## src/rtl/rsp_fifo_arbiter_if.sv

```systemverilog
// Requester-side and FIFO-side handshake bundle for rsp_fifo_arbiter.
// master: requesters plus FIFO status (the environment); slave: the arbiter.
interface rsp_fifo_arbiter_if #(
    parameter int NUM_REQ = 4,
    parameter int DATA_W  = 32
);
    logic [NUM_REQ-1:0]             req_valid;
    logic [NUM_REQ-1:0][DATA_W-1:0] req_data;   // [i] == flat [i*DATA_W +: DATA_W]
    logic [NUM_REQ-1:0]             req_last;
    logic [NUM_REQ-1:0]             req_ready;
    logic                           rsp_fifo_full;
    logic [DATA_W-1:0]              rsp_fifo_data;
    logic                           rsp_fifo_write;

    modport master (
        output req_valid, req_data, req_last, rsp_fifo_full,
        input  req_ready, rsp_fifo_data, rsp_fifo_write
    );

    modport slave (
        input  req_valid, req_data, req_last, rsp_fifo_full,
        output req_ready, rsp_fifo_data, rsp_fifo_write
    );
endinterface

```

## src/rtl/rsp_fifo_arbiter.sv

```systemverilog
// rsp_fifo_arbiter: round-robin, packet-atomic sharing of the HPS response FIFO
// write port among NUM_REQ requesters. One arbitration cycle per packet, then
// one word per cycle until the owner's last word is accepted.
// Optional feature macro: RSP_ARB_TIMEOUT_EN (stall timeout that aborts a grant).
module rsp_fifo_arbiter #(
    parameter int NUM_REQ        = 4,
    parameter int DATA_W         = 32,
    parameter int TIMEOUT_CYCLES = 1024
) (
    input  logic                       clk,
    input  logic                       reset,
    rsp_fifo_arbiter_if.slave          bus,
    output logic                       busy,
    output logic [$clog2(NUM_REQ)-1:0] grant_id,
    output logic                       timeout_pulse
);
    localparam int GW = $clog2(NUM_REQ);

    typedef enum logic {ARB_IDLE = 1'b0, ARB_XFER = 1'b1} arb_state_t;

    arb_state_t        state, state_nxt;
    logic [GW-1:0]     rr_ptr;
    logic [GW-1:0]     pick;
    logic [GW-1:0]     next_owner;
    logic [GW:0]       scan_idx;
    logic              any_valid;
    logic              accept;
    logic              owner_last;
    logic              abort;
    logic [DATA_W-1:0] data_q;
    logic              write_q;

    assign any_valid  = |bus.req_valid;
    assign accept     = (state == ARB_XFER) && bus.req_valid[grant_id] && !bus.rsp_fifo_full;
    assign owner_last = bus.req_last[grant_id];
    assign next_owner = (grant_id == GW'(NUM_REQ - 1)) ? '0 : grant_id + GW'(1);
    assign busy       = (state == ARB_XFER);

    assign bus.rsp_fifo_data  = data_q;
    assign bus.rsp_fifo_write = write_q;

    // Rotating-priority scan: walk from the highest offset down so the
    // requester closest to rr_ptr is the one left in pick.
    always_comb begin
        pick     = '0;
        scan_idx = '0;
        for (int k = NUM_REQ - 1; k >= 0; k--) begin
            scan_idx = {1'b0, rr_ptr} + (GW+1)'(k);
            if (scan_idx >= (GW+1)'(NUM_REQ))
                scan_idx = scan_idx - (GW+1)'(NUM_REQ);
            if (bus.req_valid[scan_idx[GW-1:0]])
                pick = scan_idx[GW-1:0];
        end
    end

    // FSM state register.
    always_ff @(posedge clk or posedge reset) begin
        if (reset) state <= ARB_IDLE;
        else       state <= state_nxt;
    end

    // Next state and the owner's combinational ready (drops with FIFO full).
    always_comb begin
        state_nxt     = state;
        bus.req_ready = '0;
        case (state)
            ARB_IDLE: begin
                if (any_valid) state_nxt = ARB_XFER;
            end
            ARB_XFER: begin
                bus.req_ready[grant_id] = !bus.rsp_fifo_full;
                if ((accept && owner_last) || abort) state_nxt = ARB_IDLE;
            end
        endcase
    end

    // Grant capture, registered FIFO write, and round-robin pointer advance
    // (pointer moves only when a packet completes or is aborted).
    always_ff @(posedge clk or posedge reset) begin
        if (reset) begin
            rr_ptr   <= '0;
            grant_id <= '0;
            data_q   <= '0;
            write_q  <= 1'b0;
        end else begin
            write_q <= accept;
            if (accept)
                data_q <= bus.req_data[grant_id];
            if (state == ARB_IDLE && any_valid)
                grant_id <= pick;
            if ((accept && owner_last) || abort)
                rr_ptr <= next_owner;
        end
    end

`ifdef RSP_ARB_TIMEOUT_EN
    localparam int CW = $clog2(TIMEOUT_CYCLES + 1);

    logic [CW-1:0] stall_cnt;

    // Abort on the cycle that would be the TIMEOUT_CYCLES-th owner-idle cycle.
    assign abort = (state == ARB_XFER) && !accept && !bus.rsp_fifo_full &&
                   (stall_cnt == CW'(TIMEOUT_CYCLES - 1));

    // Stall counter: frozen while the FIFO is full, cleared by any accept or
    // outside a transfer; pulse is the registered abort.
    always_ff @(posedge clk or posedge reset) begin
        if (reset) begin
            stall_cnt     <= '0;
            timeout_pulse <= 1'b0;
        end else begin
            timeout_pulse <= abort;
            if (state != ARB_XFER || accept)
                stall_cnt <= '0;
            else if (!bus.rsp_fifo_full)
                stall_cnt <= stall_cnt + CW'(1);
        end
    end
`else
    assign abort         = 1'b0;
    assign timeout_pulse = 1'b0;

    // The stall limit has no effect in this build; keep it referenced so the
    // parameter is still part of the elaborated configuration.
    if (TIMEOUT_CYCLES < 2) begin : g_timeout_limit_unused
    end
`endif
endmodule
```

## src/flat_wrapper.sv

```systemverilog
// flat-port wrapper written by rule: the top's interface ports become plain ports
module rsp_fifo_arbiter_flat 
#(
    parameter int NUM_REQ        = 4,
    parameter int DATA_W         = 32,
    parameter int TIMEOUT_CYCLES = 1024
)
  (clk, reset, busy, grant_id, timeout_pulse, bus_req_valid, bus_req_data, bus_req_last, bus_rsp_fifo_full, bus_req_ready, bus_rsp_fifo_data, bus_rsp_fifo_write);
  rsp_fifo_arbiter_if #(.NUM_REQ(NUM_REQ), .DATA_W(DATA_W)) bus_i ();
  input  logic clk;
  input  logic reset;
  output logic busy;
  output logic [$clog2(NUM_REQ)-1:0] grant_id;
  output logic timeout_pulse;
  input wire logic [$bits(bus_i.req_valid)-1:0] bus_req_valid;
  input wire logic [$bits(bus_i.req_data)-1:0] bus_req_data;
  input wire logic [$bits(bus_i.req_last)-1:0] bus_req_last;
  input wire logic [$bits(bus_i.rsp_fifo_full)-1:0] bus_rsp_fifo_full;
  output wire logic [$bits(bus_i.req_ready)-1:0] bus_req_ready;
  output wire logic [$bits(bus_i.rsp_fifo_data)-1:0] bus_rsp_fifo_data;
  output wire logic [$bits(bus_i.rsp_fifo_write)-1:0] bus_rsp_fifo_write;
  assign bus_i.req_valid = bus_req_valid;
  assign bus_i.req_data = bus_req_data;
  assign bus_i.req_last = bus_req_last;
  assign bus_i.rsp_fifo_full = bus_rsp_fifo_full;
  assign bus_req_ready = bus_i.req_ready;
  assign bus_rsp_fifo_data = bus_i.rsp_fifo_data;
  assign bus_rsp_fifo_write = bus_i.rsp_fifo_write;
  rsp_fifo_arbiter #(.NUM_REQ(NUM_REQ), .DATA_W(DATA_W), .TIMEOUT_CYCLES(TIMEOUT_CYCLES)) u_core (.clk(clk), .reset(reset), .bus(bus_i), .busy(busy), .grant_id(grant_id), .timeout_pulse(timeout_pulse));
endmodule
```

## config.mk

```make
export PLATFORM = sky130hd
export DESIGN_NAME = rsp_fifo_arbiter_flat
export DESIGN_NICKNAME = d
export VERILOG_FILES = /design/src/rtl/rsp_fifo_arbiter_if.sv /design/src/rtl/rsp_fifo_arbiter.sv /design/src/flat_wrapper.sv
export SDC_FILE = /design/constraint.sdc
export NUM_CORES = 1
export LEC_CHECK = 0
export CORE_AREA = 8 8 124 69
export CTS_CLUSTER_DIAMETER = 40
export DETAILED_ROUTE_END_ITERATION = 8
export DIE_AREA = 0 0 132 77
export PLACE_DENSITY = 0.84
export SLEW_MARGIN = 20
export SYNTH_ARGS = -nofsm -noshare
export SYNTH_HDL_FRONTEND = slang
export SYNTH_SLANG_ARGS = --single-unit
```

## constraint.sdc

```tcl
create_clock -name clk -period 2.78 [get_ports clk]
set_input_delay 0.278 -clock clk [delete_from_list [all_inputs] [get_ports clk]]
set_output_delay 0.278 -clock clk [all_outputs]
set_load 0.005 [all_outputs]
```

==> parameters.txt <==
Parameter                              Value

Status
  Outcome    completed

Placement
  Final GP Congestion    0.792
  Total cell area at the placement stage    0.00425 mm²
  Final HPWL DP    approximately 7200 µm
  Number of input and output port buffers inserted    ~180

Worst setup path
  Critical Path Slowest Stage Cell    dfrtp_1
  Kind of cell with the highest combined delay on the critical path    buffers and inverters
  Critical path buffers and inverters    3
  Critical Path Source    u_core.grant_id[1]$_DFFE_PP0P_
  Largest fanout of any net on the critical path    13
  Endpoint kind of the worst setup timing path    primary output
  Slowest stage delay, CP    0.57 ns
  Cell-by-cell trace of the critical path    buf_4, inv_1, ha_1, and2_1, clkdlybuf4s50_1
  Required time reported for the critical path endpoint    approximately 2.5 ns
  WS Path Type    reg -> out
  Worst r2r src    u_core.grant_id[1]$_DFFE_PP0P_
  Critical path startpoint category    flip-flop
  Worst path arrival time    2.03 ns

Synthesis
  Count of different cell masters after synthesis    25
  Portion of the post-synthesis area used by sequential elements    between 30% and 40%
  Ys async rst share    100%
  Synth Net Count    ~300
  Area share of the leading cell type in the synthesized netlist    39.5%
  Post-Synthesis Mean Instance Area    ~16 µm²
  Synth Register Bits    38
  Count of mapped cells out of synthesis    between 150 and 200
  Cell type with the largest total area after synthesis    dfrtp_1
  Synthesized area    roughly 0.0024 mm²
  Warning count from the yosys run    0
  Commonest register cell after synthesis    dfrtp_1
  Most instantiated library cell after synthesis    dfrtp_1
  Number of enable flip-flop cells after synthesis    0
  Cell types occupying the most area after synthesis    dfrtp_1 40%, mux4_2 32%, mux2_2 15%, ha_1 2.1%, buf_6 1.9%
  Commonest cells post-synth    38 x dfrtp_1, 34 x mux4_2, 32 x mux2_2

Detailed routing
  Residual DRC count    0
  Per-cell via count in the routed design    4.92
  Wire length per cell after detailed routing    ~20 µm
  Count of nets left with antenna violations after detail routing    0
  Iteration-0 DRC count of the detailed router    94
  Via count    2100
  Wire length after detailed routing    between 8000 and 9000 µm
  Number of detailed-route iterations in the first pass    4

Layout
  Growth of design area from synthesis to finish    82.8%
  Nets@finish    between 400 and 500
  Share of cells above drive strength 1    between 20% and 30%
  Design area    0.00440 mm²
  Total inserted antenna cells    0

Power
  Peak supply drop    ~450 µV
  Cell area power density    approximately 800 mW/mm²
  Leakage Power    1.71 nW

Timing
  Setup repair after global routing missed its margin    no
  Minimum clock period after layout    2.31 ns
  Maximum operating frequency    433 MHz
  Post-route fraction of the period consumed by the critical path    83.1%
  Pins over their slew limit    0
  Worst clock skew on the final layout    around 0.0053 ns
  Total Negative Setup Slacks    0 ns
  Final hold vios    0
  Setup violation total in the final timing report    0

Floorplan
  I/O pin total    180
  Core Area    0.00691 mm²
  Vertical die dimension    77 µm
  Total Die Area    a little over 0.01 mm²
  Die extent in x    about 130 µm
  Starting density of the core    a little over a third
  Std-Cell Rows    22

Global route
  First-pass GRT wire length    between 10000 and 15000 µm
  Pin count of the biggest net entering global routing    39
  Global route hottest layer    met2
  Antenna violations before repair    0
  GR met1 Demand/Resource    18.9%
  GR met3 Demand/Resource    7.35%
  Global Route Usage Sum    between 10% and 20%
  Met2 capacity usage during global routing    29.7%
  Number of global-route vias before repair    approximately 2400
  Aggregate global routing overflow    0

Clock tree
  Post-CTS Setup Bufs    0
  # hold bufs at CTS    0
  Htree depth    2
  TritonCTS sink count    38
  Clock insertion delay at the later pin of the skew report    roughly 0.27 ns
  Total clock buffers created by CTS    5
  Count of cells resized by post-cts repair    0
  Clk pin slew, worst setup/hold paths    0.05 ns
  Clock root buffer    clkbuf_16
  Buffers from clock root to sink, at most    2
  CTS tree    built

Min path
  Path class of the lowest-slack min-delay path    in -> async

Flow run
  Number of max-cap violations    0
==> logic make-up (layout without fill, tap and decap cells) <==
| logic type | after synthesis | in the layout | synth area share (%) |
|---|---|---|---|
| compound gates | 11 | 11 | 3.17 |
| mux | 67 | 67 | 47.2 |
| buf+inv | 19 | 198 | 4.99 |
| flops | 38 | 38 | 39.5 |
| fa+ha+maj | 4 | 4 | 2.08 |
| other cells | 1 | 1 | 0.156 |
| simple gates | 12 | 12 | 2.86 |
==> report_power, final <==
part	internal, mW	switching, mW	total [mW]	leakage (nW)
Clock	0.355	0.197	0.552	0.0739
Sequential	0.836	0.214	1.05	0.449
Combinational	1.32	0.643	1.96	1.18
==> worst register-to-register path, delay by kind of cell, from the launching register on <==
| kind | cells | cell delay [ns] |
|---|---|---|
| mux | 2 | 1.01 |
| flops | 1 | 0.57 |
| simple gates | 1 | 0.38 |
==> sequential cells by signal, summed over array words and instances, names as in the netlist <==
signal	count
u_core.bus.rsp_fifo_write	1
u_core.grant_id	2
u_core.busy	1
u_core.bus.rsp_fifo_data	32
u_core.rr_ptr	2
==> layout by cell type (no fill, tap or decap), drive strengths merged <==
cell | netlist | routed
clkdlybuf4s50 | 0 | 178
dfrtp | 38 | 38
mux4 | 34 | 34
mux2 | 33 | 33
inv | 7 | 7
clkbuf | 3 | 7
buf | 9 | 5
and2 | 4 | 4
ha | 4 | 4
nand2 | 3 | 3
nor2b | 2 | 2
nor2 | 2 | 2
a211o | 2 | 2
o21ai | 2 | 2
nand3 | 1 | 1
a31oi | 1 | 1
o221ai | 1 | 1
o31ai | 1 | 1
o21a | 1 | 1
a21o | 1 | 1
a21oi | 1 | 1
o22ai | 1 | 1
conb | 1 | 1
clkinv | 0 | 1
==> metal layers <==
metal | vias up | part of all wire [%]
met5 | - | 0
met4 | 0 | 0.84
met3 | 6 | 9.3
met2 | 113 | 51
met1 | 1032 | 39
li1 | 949 | -
==> final timing paths <==
kind | to | slack [ns] | cells after the start
hold reg to reg | u_core.bus.rsp_fifo_data[23]$_DFFE_PP0P_ | 0.50 | 1
setup reg to reg | u_core.bus.rsp_fifo_data[1]$_DFFE_PP0P_ | 0.70 | 3
setup / recovery | bus_req_ready[0] | 0.47 | 5
min in group clk | u_core.bus.rsp_fifo_data[23]$_DFFE_PP0P_ | 0.50 | 1
hold / removal | u_core.bus.rsp_fifo_data[23]$_DFFE_PP0P_ | 0.43 | 3
max in group asynchronous | u_core.grant_id[0]$_DFFE_PP0P_ | 2.00 | 3
==> final cells by class <==
class	count	area [µm²]
Inverter	7	26.3
Clock buffer	7	143
Multi-Input combinational cell	95	1340
Clock inverter	1	5.00
Tap cell	96	120
Fill cell	562	2510
Sequential cell	38	952
Timing Repair Buffer	183	1820
==> stage by stage <==
stage	hold slack (ns)	utilization [%]	worst slack (ns)	std cells	power [mW]
global route	0.498	63.7	0.310	427	3.81
floorplan	0.449	-	1.01	152	2.08
finish	0.426	63.7	0.469	427	3.56
global placement	0.480	61.6	0.624	419	3.00
CTS	0.448	63.7	0.427	427	3.63
detailed placement	0.484	61.6	0.553	419	3.05
No activity file was read; power rests on OpenSTA's default activity.
